<file path="src/rtl/data_mem_arbiter_pkg.sv">
`default_nettype none
// +----------------------------------------------------------------------+
// | data_mem_arbiter_pkg : shared types for the data RAM arbiter         |
// | Rev 1.0                                                              |
// +----------------------------------------------------------------------+
package data_mem_arbiter_pkg;

  typedef enum logic [1:0] {
    ARB_NORMAL = 2'd0,
    ARB_FORCE  = 2'd1,
    ARB_HALT   = 2'd2
  } arb_state_t;

endpackage
`default_nettype wire

</file>
<file path="src/rtl/data_mem_arbiter.sv">
`default_nettype none
// +----------------------------------------------------------------------+
// | data_mem_arbiter : shares the data RAM between CPU and ext master    |
// | Rev 1.0                                                              |
// +----------------------------------------------------------------------+
module data_mem_arbiter
  import data_mem_arbiter_pkg::*;
#(
  parameter int unsigned ADDR_SIZE    = 18,
  parameter int unsigned WORD_SIZE    = 18,
  parameter int unsigned STARVE_LIMIT = 4
) (
  input  logic                 clock,
  input  logic                 reset,
  input  logic                 cpu_req,
  input  logic [ADDR_SIZE-1:0] cpu_addr,
  input  logic                 cpu_write_enable,
  input  logic [WORD_SIZE-1:0] cpu_in,
  output logic                 cpu_stall,
  input  logic                 ext_req,
  input  logic                 ext_we,
  input  logic [ADDR_SIZE-1:0] ext_addr,
  input  logic [WORD_SIZE-1:0] ext_wdata,
  input  logic                 ext_lock,
  output logic                 ext_ack,
  output logic                 ext_rvalid,
  output logic [WORD_SIZE-1:0] ext_rdata,
  output logic [ADDR_SIZE-1:0] memory_addr,
  output logic                 memory_write_enable,
  output logic [WORD_SIZE-1:0] memory_in,
  input  logic [WORD_SIZE-1:0] memory_out
);

  localparam int unsigned      CNT_W    = $clog2(STARVE_LIMIT + 1);
  localparam logic [CNT_W-1:0] CNT_LAST = CNT_W'(STARVE_LIMIT - 1);
  localparam logic [CNT_W-1:0] CNT_ONE  = CNT_W'(1);

  arb_state_t       state_q, state_d;
  logic [CNT_W-1:0] starve_cnt_q, starve_cnt_d;
  logic             rvalid_q, rvalid_d;

  logic             cpu_gnt;
  logic             ext_gnt;
  logic             ext_denied;
  logic             starve_hit;

  // Grants are masked during reset so nothing reaches the RAM or the master.
  always_comb begin
    cpu_gnt   = 1'b0;
    ext_gnt   = 1'b0;
    cpu_stall = 1'b0;
    if (!reset) begin
      case (state_q)
        ARB_NORMAL: begin
          cpu_gnt = cpu_req;
          ext_gnt = !cpu_req && ext_req;
        end
        ARB_FORCE: begin
          ext_gnt   = ext_req;
          cpu_stall = cpu_req;
        end
        ARB_HALT: begin
          ext_gnt   = ext_req;
          cpu_stall = 1'b1;
        end
        default: ;
      endcase
    end
  end

  always_comb begin
    ext_denied   = ext_req && !ext_gnt && (state_q == ARB_NORMAL);
    starve_hit   = ext_denied && (starve_cnt_q == CNT_LAST);
    starve_cnt_d = starve_cnt_q;
    if (ext_gnt || !ext_req || starve_hit) begin
      starve_cnt_d = '0;
    end else if (ext_denied) begin
      starve_cnt_d = starve_cnt_q + CNT_ONE;
    end

    // Lock outranks starvation; FORCE and HALT both fall back to NORMAL.
    state_d = ARB_NORMAL;
    if (ext_lock) begin
      state_d = ARB_HALT;
    end else if (starve_hit) begin
      state_d = ARB_FORCE;
    end
  end

  always_comb begin
    memory_addr         = cpu_addr;
    memory_in           = cpu_in;
    memory_write_enable = 1'b0;
    if (ext_gnt) begin
      memory_addr         = ext_addr;
      memory_in           = ext_wdata;
      memory_write_enable = ext_we;
    end else if (cpu_gnt) begin
      memory_write_enable = cpu_write_enable;
    end
  end

  assign rvalid_d   = ext_gnt && !ext_we;
  assign ext_ack    = ext_gnt;
  assign ext_rvalid = rvalid_q && !reset;
  assign ext_rdata  = memory_out;

  always_ff @(posedge clock) begin
    if (reset) begin
      state_q      <= ARB_NORMAL;
      starve_cnt_q <= '0;
      rvalid_q     <= 1'b0;
    end else begin
      state_q      <= state_d;
      starve_cnt_q <= starve_cnt_d;
      rvalid_q     <= rvalid_d;
    end
  end

endmodule
`default_nettype wire

</file>
<file path="config.mk">
export PLATFORM = sky130hd
export DESIGN_NAME = data_mem_arbiter
export DESIGN_NICKNAME = d
export VERILOG_FILES = /design/src/rtl/data_mem_arbiter_pkg.sv /design/src/rtl/data_mem_arbiter.sv
export SDC_FILE = /design/constraint.sdc
export NUM_CORES = 1
export LEC_CHECK = 0
export BUFFER_PORTS_ARGS = -buffer_cell sky130_fd_sc_hd__buf_2
export CORE_MARGIN = 1.5
export CORE_UTILIZATION = 26
export DETAILED_ROUTE_END_ITERATION = 7
export GPL_TIMING_DRIVEN = 0
export PLACE_DENSITY = 0.79
export SYNTH_ARGS = -nofsm -noshare
export SYNTH_HDL_FRONTEND = slang
export SYNTH_SLANG_ARGS = --single-unit
</file>
<file path="constraint.sdc">
create_clock -name clock -period 1.8 [get_ports clock]
set_input_delay 0.36 -clock clock [delete_from_list [all_inputs] [get_ports clock]]
set_output_delay 0.36 -clock clock [all_outputs]
set_load 0.03 [all_outputs]
</file>
==> flow_summary.json, run 1 <==
{
  "final_nets": 350,
  "cts_tree": "built",
  "dr.pass1.iters": 4,
  "vias_per_cell": 4.290,
  "route.vias.total": 1257,
  "fillCellCount": 332,
  "violations": "setup timing",
  "n_antenna_cell": 0,
  "ys_ff_latch": 6,
  "critPathRequiredTime_ns": 1.44,
  "yosysWarningCount": 0,
  "drt_iter0_drc": 26,
  "fin_ws_ns": -0.5211,
  "post-dp-hpwl_um": 2827,
  "clock.fmax_mhz": 430.8,
  "relSlewSlack_pct": 83.89,
  "maxCapViolations": 0,
  "gr-usage-all-layers_pct": 15.56,
  "syn_nets": 201,
  "fin_util_pct": 57.02,
  "fin_crit_ns": 2.321,
  "powerDensity_nw_per_um2": 452.0,
  "cp.arrival_ns": 1.96,
  "critical_path_depth": 8,
  "hold_ws_ns": 0.3039,
  "synth_sequential_area_ratio_pct": 12.24,
  "rsz0062_at_grt": "yes",
  "rr_worst_depth": 9,
  "final-seq-area_um2": 122.6,
  "rrSetupSlack_ns": 0.22,
  "root_buffer": "clkbuf_8",
  "worst_path_max_delay_cell": "dfxtp_2",
  "netlist_area_um2": 980.9,
  "hold_end": "state_q[0]",
  "ir_drop_mv": 0.1945,
  "grt_remaining_overflow": 0,
  "clkTransAtPathRegs_ns": 0.04,
  "io_pins": 155,
  "antenna_left": 0,
  "dieArea_um2": 4151,
  "syn_to_final_growth_pct": 111.2,
  "grt_pass1_vias": 1222,
  "hold_path.class": "in2reg",
  "clk_latency_ns": 0.22,
  "rows": 22,
  "postSynthCellCount": 98,
  "finalNonFillerCells": 293,
  "yosys.cell_types.count": 19,
  "die_width_um": 64.43,
  "worst_pin_slew_ns": 0.2417,
  "grt_max_degree": 11,
  "critPathBufInv": 5,
  "slowest_delay_ns": 0.33,
  "final.setup_skew_ns": 0.001251,
  "critPathMaxFanout": 5,
  "hold_depth": 2,
  "initial_core_util_pct": 27.00,
  "worstPathCellList": "inv_2, ha_4, inv_4, a211o_4, buf_8, buf_16, mux2_4, buf_6",
  "die_h_um": 64.43,
  "finalSetupViolations": 38,
  "drc_errors": 0,
  "synth_area_per_cell_um2": 10.01,
  "status": "finished, violations left",
  "cts_buffer_depth": 2,
  "finalHoldViolCount": 0,
  "htree_levels": 1,
  "drive_gt1_share_pct": 88.16,
  "final_max_slew_viol_count": 0,
  "wire_per_inst_um": 12.16,
  "post-route-period-util_pct": 128.9,
  "clock_sinks": 6,
  "critPathLaunchType": "flip-flop",
  "coreArea_um2": 3633,
  "rr_startpoint": "state_q[1]",
  "multiInputGateArea_um2": 695.7,
  "wl_um": 3563,
  "worstReg2RegEnd": "state_q[0]",
  "placed_cells": 282,
  "leakagePower_nw": 1.156,
  "antenna_found_initial": 0,
  "port_buffers": 136,
  "place_congestion": 0.7170,
  "min_from": "ext_lock",
  "numCtsBuffers": 3,
  "grt_first_pass_wirelength_um": 5133,
  "crit_family": "buffers and inverters",
  "end_kind": "primary output",
  "worstSetupPathType": "reg2out"
}
-- timing repair --
item	in CTS	in global routing
pin swaps	2	3
cloned	1	0
setup buffers	8	2
hold buffers	0	0
hold endpoints to repair	0	0
endpoints found under the setup margin	38	39
resized for setup	62	7
-- stage by stage --
stage	instance area, µm²	setup TNS, ns	setup slack, ns	total power, mW
finish	2072	-16.99	-0.5211	0.9365
CTS	2036	-17.55	-0.5134	0.9354
global placement	1740	-9.039	-0.3472	0.6382
floorplan	999.7	-2.977	-0.1605	0.4774
global route	2072	-19.21	-0.5692	0.9873
detailed placement	1740	-9.650	-0.3651	0.6458
-- state kept, by name, indices dropped and copies added, names as in the netlist --
name	cells
starve_cnt_q	3
state_q	2
rvalid_q	1
-- synth_stat cells --
cell       n  area (µm²)
nor2b_1    2       12.51
a21oi_1    3       15.01
nor4_1     1       6.260
buf_4     18       135.1
nand2_1    1       3.750
buf_6      2       22.52
nor2_1     3       11.26
mux2i_1    2       20.02
and4b_1    2       20.02
nand2b_1   2       12.51
ha_1       6       75.07
mux2_2    29       326.6
nor3_1     4       20.02
mux2_4     8       120.1
a211o_4    1       17.52
inv_1      5       18.77
nand2b_4   1       13.76
buf_2      2       10.01
dfxtp_1    6       120.1
-- cells in the final DEF, fill, tap and decap left out, types with 2 or more instances in the layout --
cell       n
mux2i_1    2
nor3_1     3
mux2_2    28
nor2_1     3
nand2b_1   2
buf_4     47
inv_2      2
dfxtp_1    4
dfxtp_2    2
a21oi_1    3
clkbuf_8   3
ha_1       5
nor2b_1    2
mux2_4     9
buf_2     97
buf_6     18
and4b_1    2
buf_8      2
-- layer usage --
layer / up-vias / track usage, % / share of wire (%)
met4: 0 / 5.851 / 1.0
li1: 622 / - / -
met2: 57 / 31.51 / 59
met1: 572 / 15.24 / 34
met5: - / 0 / 0
met3: 6 / 3.125 / 6.6
-- worst max-delay path by stage --
stage	endpoint	start
2_1_floorplan	memory_addr[10]	state_q[0]
3_3_place_gp	memory_addr[11]	state_q[0]
3_5_place_dp	memory_addr[15]	state_q[1]
4_1_cts	memory_addr[15]	state_q[1]
5_1_grt	memory_addr[14]	state_q[0]
6_report	memory_addr[14]	state_q[1]
-- report_power, final --
| group | switching (mW) | total [mW] | internal [mW] |
|---|---|---|---|
| registers | 0.00168 | 0.138 | 0.137 |
| clock network | 0.0567 | 0.200 | 0.144 |
| logic | 0.299 | 0.598 | 0.299 |
-- final cells by class --
class	instances	share of cell area, %
clock buffers	3	1.993
flip-flops and latches	6	5.918
multi-input cells	65	33.57
well taps	48	2.899
inverters	5	1.630
plain buffers	20	8.213
repair buffers	146	45.77
-- cells by family after synthesis --
kind of cell / synth area share (%)
mux: 47.58
buf+inv: 19.01
simple gates: 10.20
fa+ha+maj: 7.653
flops: 12.25
compound gates: 3.316
Note: power is estimated with default switching activity, not from simulation.
==> run 2: changes to the inputs <==
--- a/config.mk
+++ b/config.mk
@@ -5,12 +5,13 @@
 export SDC_FILE = /design/constraint.sdc
 export NUM_CORES = 1
 export LEC_CHECK = 0
-export BUFFER_PORTS_ARGS = -buffer_cell sky130_fd_sc_hd__buf_2
+export BUFFER_PORTS_ARGS = -buffer_cell sky130_fd_sc_hd__clkbuf_2
 export CORE_MARGIN = 1.5
-export CORE_UTILIZATION = 26
+export CORE_UTILIZATION = 27
+export CTS_BUF_LIST = sky130_fd_sc_hd__clkbuf_8
 export DETAILED_ROUTE_END_ITERATION = 7
 export GPL_TIMING_DRIVEN = 0
-export PLACE_DENSITY = 0.79
+export PLACE_DENSITY = 0.82
 export SYNTH_ARGS = -nofsm -noshare
 export SYNTH_HDL_FRONTEND = slang
 export SYNTH_SLANG_ARGS = --single-unit
==> constraint.sdc (replaced) <==
create_clock -name clock -period 1.8 [get_ports clock]
set_input_delay 0.09 -clock clock [delete_from_list [all_inputs] [get_ports clock]]
set_output_delay 0.09 -clock clock [all_outputs]
set_load 0.03 [all_outputs]
==> flow_summary.json, run 2 (synthesis results as in run 1) <==
{
  "status": "finished, violations left",
  "violations": "setup timing",
  "wl_um": 4240,
  "dr.pass1.iters": 4,
  "worstSetupPathType": "reg2out",
  "numCtsBuffers": 3,
  "clock_sinks": 6,
  "finalSetupViolations": 38,
  "port_buffers": 136,
  "hold_path.class": "in2reg",
  "swShare_pct": 36.89,
  "critPathMaxFanout": 4,
  "clkPwrFrac_pct": 18.9,
  "route.vias.total": 1283,
  "drive_gt1_share_pct": 88.31,
  "clkTransAtPathRegs_ns": 0.03,
  "clk_latency_ns": 0.22,
  "maxCapViolations": 0,
  "final_max_slew_viol_count": 0,
  "cts_tree": "built",
  "io_pins": 155,
  "gr-usage-all-layers_pct": 20.20,
  "dieArea_um2": 4004,
  "rows": 21,
  "most-common-layout-cells": "clkbuf_2, buf_8, mux2_2, buf_4, mux2_4",
  "top_register": "starve_cnt_q",
  "finalHoldViolCount": 0,
  "vias_per_cell": 4.364,
  "wire_per_inst_um": 14.42,
  "critPathLaunchType": "flip-flop",
  "worst_pin_slew_ns": 0.2290,
  "power_frac_seq_pct": 13.3,
  "antenna_found_initial": 0,
  "layout_commonest_cell": "clkbuf_2",
  "root_buffer": "clkbuf_8",
  "antenna_left": 0,
  "hold_ws_ns": 0.04290,
  "relSlewSlack_pct": 84.73,
  "cp.arrival_ns": 1.97,
  "grt_remaining_overflow": 0,
  "finalSetupTns_ns": -8.930,
  "drt_iter0_drc": 21,
  "comb_power_share_pct": 67.8,
  "syn_to_final_growth_pct": 139.3,
  "final_nets": 353,
  "place_congestion": 0.7534,
  "post-route-period-util_pct": 114.4,
  "grt_pass1_vias": 1383,
  "n_antenna_cell": 0,
  "grt_first_pass_wirelength_um": 6348,
  "rsz0062_at_grt": "yes",
  "drc_errors": 0,
  "fin_ws_ns": -0.2595,
  "coreArea_um2": 3416,
  "initial_core_util_pct": 28.72,
  "p_total_mw": 1.044,
  "htree_levels": 1,
  "die_width_um": 63.28,
  "largest_reg_flops": 3,
  "final.setup_skew_ns": 0.001567,
  "end_kind": "primary output",
  "cts_hold_buf": 0,
  "power_switching_uw": 385.2,
  "cts_buffer_depth": 2,
  "reg_top3": "starve_cnt_q x3, state_q x2, rvalid_q x1",
  "die_h_um": 63.28,
  "leakagePower_nw": 1.290,
  "clock.fmax_mhz": 485.6,
  "post-dp-hpwl_um": 3066,
  "ir_drop_mv": 0.2008,
  "powerDensity_nw_per_um2": 444.8,
  "grt_max_degree": 11,
  "fin_crit_ns": 2.059,
  "critPathRequiredTime_ns": 1.71,
  "power.internal_uw": 659.0
}
## run 2: cell count changes in the layout (fill, tap and decap cells not counted), sizes merged
cell    change
buf        -96
clkbuf     +99
clkinv      -1
inv         +1
## run 2: through the flow
step	cells	utilization [%]	setup slack (ns)	cell area, µm²
detailed placement	280	50.33	-0.1891	1719
global placement	280	50.33	-0.1664	1719
global route	294	68.72	-0.3155	2347
floorplan	98	-	0.05096	980.9
CTS	293	65.79	-0.2496	2247
finish	294	68.72	-0.2595	2347
## run 2: path summary, 6_finish.rpt
path                            slack [ns]              end  cells after the start            start
worst max-delay path                 -0.26  memory_addr[11]                      8       state_q[1]
worst min-delay path                  0.04         rvalid_q                      2           ext_we
worst max register to register        0.07       state_q[0]                     10       state_q[1]
worst min register to register        0.54  starve_cnt_q[2]                      2  starve_cnt_q[2]
## run 2: power groups by stage
stage	clock [mW]	sequential (mW)	combinational (mW)
after floorplan	0	0.140	0.334
after global placement	0	0.140	0.500
after detailed placement	0	0.140	0.506
after CTS	0.198	0.138	0.647
after global routing	0.209	0.139	0.740
final	0.198	0.139	0.708
## run 2: metal layers
layer | vias to the layer above | GRT usage (%) | share of wire (%)
met4 | 0 | 8.152 | 1.8
met5 | - | 0 | 0
met2 | 63 | 39.89 | 59
met1 | 587 | 21.06 | 33
li1 | 627 | - | -
met3 | 6 | 2.857 | 5.8
## run 2: area by class of cell
class / count / area [µm²]
Fill cell: 263 / 1069
Tap cell: 46 / 57.56
Multi-Input combinational cell: 65 / 700.7
Buffer: 22 / 196.4
Sequential cell: 6 / 122.6
Clock buffer: 3 / 41.29
Inverter: 5 / 23.77
Timing Repair Buffer: 147 / 1205
## run 2: timing repair
item,CTS,global route
endpoints found under the hold margin,0,0
endpoints found under the setup margin,38,39
setup buffers,9,0
pin swaps,2,2
resized for setup,93,45
cloned,1,1
## run 2: worst max-delay path: stages, from the launching register on
cell	delay, ns
dfxtp_2	0.33
inv_2	0.06
ha_4	0.27
inv_4	0.03
a211o_4	0.34
buf_8	0.15
buf_16	0.13
mux2_4	0.30
buf_8	0.14
==> run 3: changes to the inputs <==
--- a/config.mk
+++ b/config.mk
@@ -5,13 +5,14 @@
 export SDC_FILE = /design/constraint.sdc
 export NUM_CORES = 1
 export LEC_CHECK = 0
+export ABC_AREA = 1
 export BUFFER_PORTS_ARGS = -buffer_cell sky130_fd_sc_hd__clkbuf_2
 export CORE_MARGIN = 1.5
 export CORE_UTILIZATION = 27
 export CTS_BUF_LIST = sky130_fd_sc_hd__clkbuf_8
 export DETAILED_ROUTE_END_ITERATION = 7
 export GPL_TIMING_DRIVEN = 0
-export PLACE_DENSITY = 0.82
+export PLACE_DENSITY = 0.81
 export SYNTH_ARGS = -nofsm -noshare
 export SYNTH_HDL_FRONTEND = slang
 export SYNTH_SLANG_ARGS = --single-unit
==> flow_summary.json, run 3 <==
{
  "clk_latency_ns": 0.23,
  "fin_util_pct": 61.40,
  "ir_drop_mv": 0.3498,
  "synthMuxAreaShare_pct": 0,
  "wire_per_inst_um": 10.70,
  "synth_sequential_area_ratio_pct": 11.91,
  "fin_crit_ns": 1.752,
  "syn_to_final_growth_pct": 121.2,
  "synth_area_per_cell_um2": 5.280,
  "clock_sinks": 6,
  "worstPathCellList": "inv_2, ha_4, inv_4, nand2_4, nand2_8, clkinv_8, clkbuf_16, nand2_1, nand2_1, buf_4",
  "cts_buffer_depth": 2,
  "cp.arrival_ns": 1.66,
  "synth_top_family_by_area": "simple AND/OR/NAND/NOR gates",
  "finalSetupTns_ns": 0,
  "place_congestion": 0.8065,
  "final.setup_skew_ns": 0.003514,
  "finalNonFillerCells": 389,
  "maxCapViolations": 0,
  "clkTransAtPathRegs_ns": 0.03,
  "grt_max_degree": 11,
  "critPathRequiredTime_ns": 1.71,
  "fin_area_um2": 2231,
  "comb_power_share_pct": 66.0,
  "p_total_mw": 1.011,
  "antenna_left": 0,
  "powerDensity_nw_per_um2": 453.1,
  "initial_core_util_pct": 27.75,
  "final_nets": 446,
  "relSlewSlack_pct": 87.49,
  "vias_per_cell": 4.198,
  "grt_pass1_vias": 1357,
  "multiInputGateArea_um2": 713.2,
  "placed_cells": 375,
  "cts_tree": "built",
  "netlist_area_um2": 1008,
  "fillCellCount": 345,
  "end_kind": "primary output",
  "numCtsBuffers": 3,
  "async_flop_share_pct": 0,
  "synth-simple-area-share_pct": 52.48,
  "worst_path_max_delay_cell": "dfxtp_2",
  "critPathMaxFanout": 8,
  "synthFlopType": "dfxtp_1",
  "synth_fa_ha_area_share_pct": 7.444,
  "synth_top_area_share_pct": 44.67,
  "postSynthCellCount": 191,
  "synth_most_common_cell": "nand2_1",
  "synth-compound-area-share_pct": 2.605,
  "finalSetupViolations": 0,
  "largest_reg_flops": 3,
  "route.vias.total": 1633,
  "synth-edff-count": 0,
  "drive_gt1_share_pct": 59.24,
  "gr-usage-all-layers_pct": 17.02,
  "die_h_um": 64.12,
  "dieArea_um2": 4111,
  "port_buffers": 136,
  "synth_area_leaders": "nand2_1, buf_4, dfxtp_1",
  "critPathLaunchType": "flip-flop",
  "yosys.cell_types.count": 17,
  "root_buffer": "clkbuf_8",
  "ys_ff_latch": 6,
  "post-route-period-util_pct": 97.33,
  "synth_xor_area_share_pct": 0,
  "reg_top3": "starve_cnt_q x3, state_q x2, rvalid_q x1",
  "drc_errors": 0,
  "dr.pass1.iters": 4,
  "power_switching_uw": 430.8,
  "post-dp-hpwl_um": 2855,
  "final-seq-area_um2": 122.6,
  "syn_nets": 294,
  "clkPwrFrac_pct": 20.2,
  "rows": 22,
  "final_max_slew_viol_count": 0,
  "most-common-layout-cells": "nand2_1, clkbuf_2, buf_4, nand2_2, buf_8",
  "hold_path.class": "in2reg",
  "ys_top_cells_by_count": "nand2_1, buf_4, inv_1",
  "crit_top_cell": "nand2_1",
  "synth_area_leader_cell": "nand2_1",
  "clock.fmax_mhz": 570.8,
  "die_width_um": 64.12,
  "worst_pin_slew_ns": 0.1885,
  "top_register": "starve_cnt_q",
  "place_area_um2": 1749,
  "coreArea_um2": 3633,
  "swShare_pct": 42.63,
  "io_pins": 155,
  "leakagePower_nw": 1.394,
  "htree_levels": 1,
  "antenna_found_initial": 0,
  "status": "finished clean",
  "drt_iter0_drc": 34,
  "finalHoldViolCount": 0,
  "grt_remaining_overflow": 0,
  "yosysWarningCount": 0,
  "power_frac_seq_pct": 13.8,
  "layout_commonest_cell": "nand2_1",
  "power.internal_uw": 579.9,
  "worstSetupPathType": "reg2out",
  "n_antenna_cell": 0,
  "slowest_delay_ns": 0.35,
  "wl_um": 4162,
  "grt_first_pass_wirelength_um": 5720
}
==> run 3: cell count changes in the layout (fill, tap and decap cells not counted), moves of 10 or more <==
cell / previous run / this run
mux2_4: 10 / 0
mux2_2: 27 / 0
nand2_1: 1 / 105
buf_8: 40 / 13
buf_4: 23 / 36
inv_1: 1 / 11
nand2_2: 0 / 15
==> run 3: final timing paths <==
| check | from | depth (start not counted) | slack (ns) | to |
|---|---|---|---|---|
| max | state_q[0] | 10 | 0.05 | memory_addr[3] |
| min | ext_we | 2 | 0.06 | rvalid_q |
| max reg2reg | state_q[0] | 11 | 0.35 | starve_cnt_q[1] |
| min reg2reg | starve_cnt_q[2] | 4 | 0.53 | starve_cnt_q[2] |
==> run 3: area by class of cell <==
class / count / area share (%)
buffer: 25 / 10.10
clock buffer: 3 / 1.851
inverter: 16 / 3.365
multi-input combinational: 145 / 31.97
sequential: 6 / 5.496
tap: 48 / 2.692
timing repair buffer: 145 / 44.25
timing repair inverter: 1 / 0.2804
==> run 3: cells by family (layout without fill, tap and decap cells) <==
| kind of cell | count (synthesis) | count (layout) |
|---|---|---|
| simple gates | 134 | 135 |
| buf+inv | 41 | 190 |
| fa+ha+maj | 6 | 6 |
| flops | 6 | 6 |
| compound gates | 4 | 4 |
==> run 3: critical path, delay by kind of cell (launching register included) <==
kind	cells	cell delay [ns]
adder cells (fa/ha/maj)	1	0.24
AND/OR/NAND/NOR	4	0.31
flip-flops	1	0.35
buffers and inverters	5	0.54
==> run 3: repair_timing <==
action / in CTS / in global routing
buffers inserted: 3 / 3
endpoints found under the setup margin: 38 / 38
hold buffers: 0 / 0
resized for setup: 56 / 64
endpoints found under the hold margin: 0 / 0
gates cloned: 2 / 3
pin swaps: 2 / 4
==> run 3: through the flow <==
stage	hold WS (ns)	worst slack, ns
floorplan	0.1624	0.1335
global placement	0.2742	0.1354
detailed placement	0.2741	0.08681
CTS	0.04073	0.004920
global route	0.06115	-0.02237
finish	0.05888	0.04811
==> run 3: power by group through the flow <==
stage,registers [mW],clock network (mW),logic (mW)
CTS,0.139,0.209,0.597
floorplan,0.140,0,0.335
global placement,0.141,0,0.519
detailed placement,0.141,0,0.524
finish,0.139,0.204,0.667
global route,0.140,0.216,0.711
==> run 3: per-layer routing <==
layer | vias to the layer above | wire [µm] | track usage [%]
li1 | 859 | - | -
met2 | 71 | 2342 | 34.51
met1 | 701 | 1475 | 18.14
met4 | 0 | 20 | 3.191
met3 | 2 | 324 | 2.817
met5 | - | 0 | 0
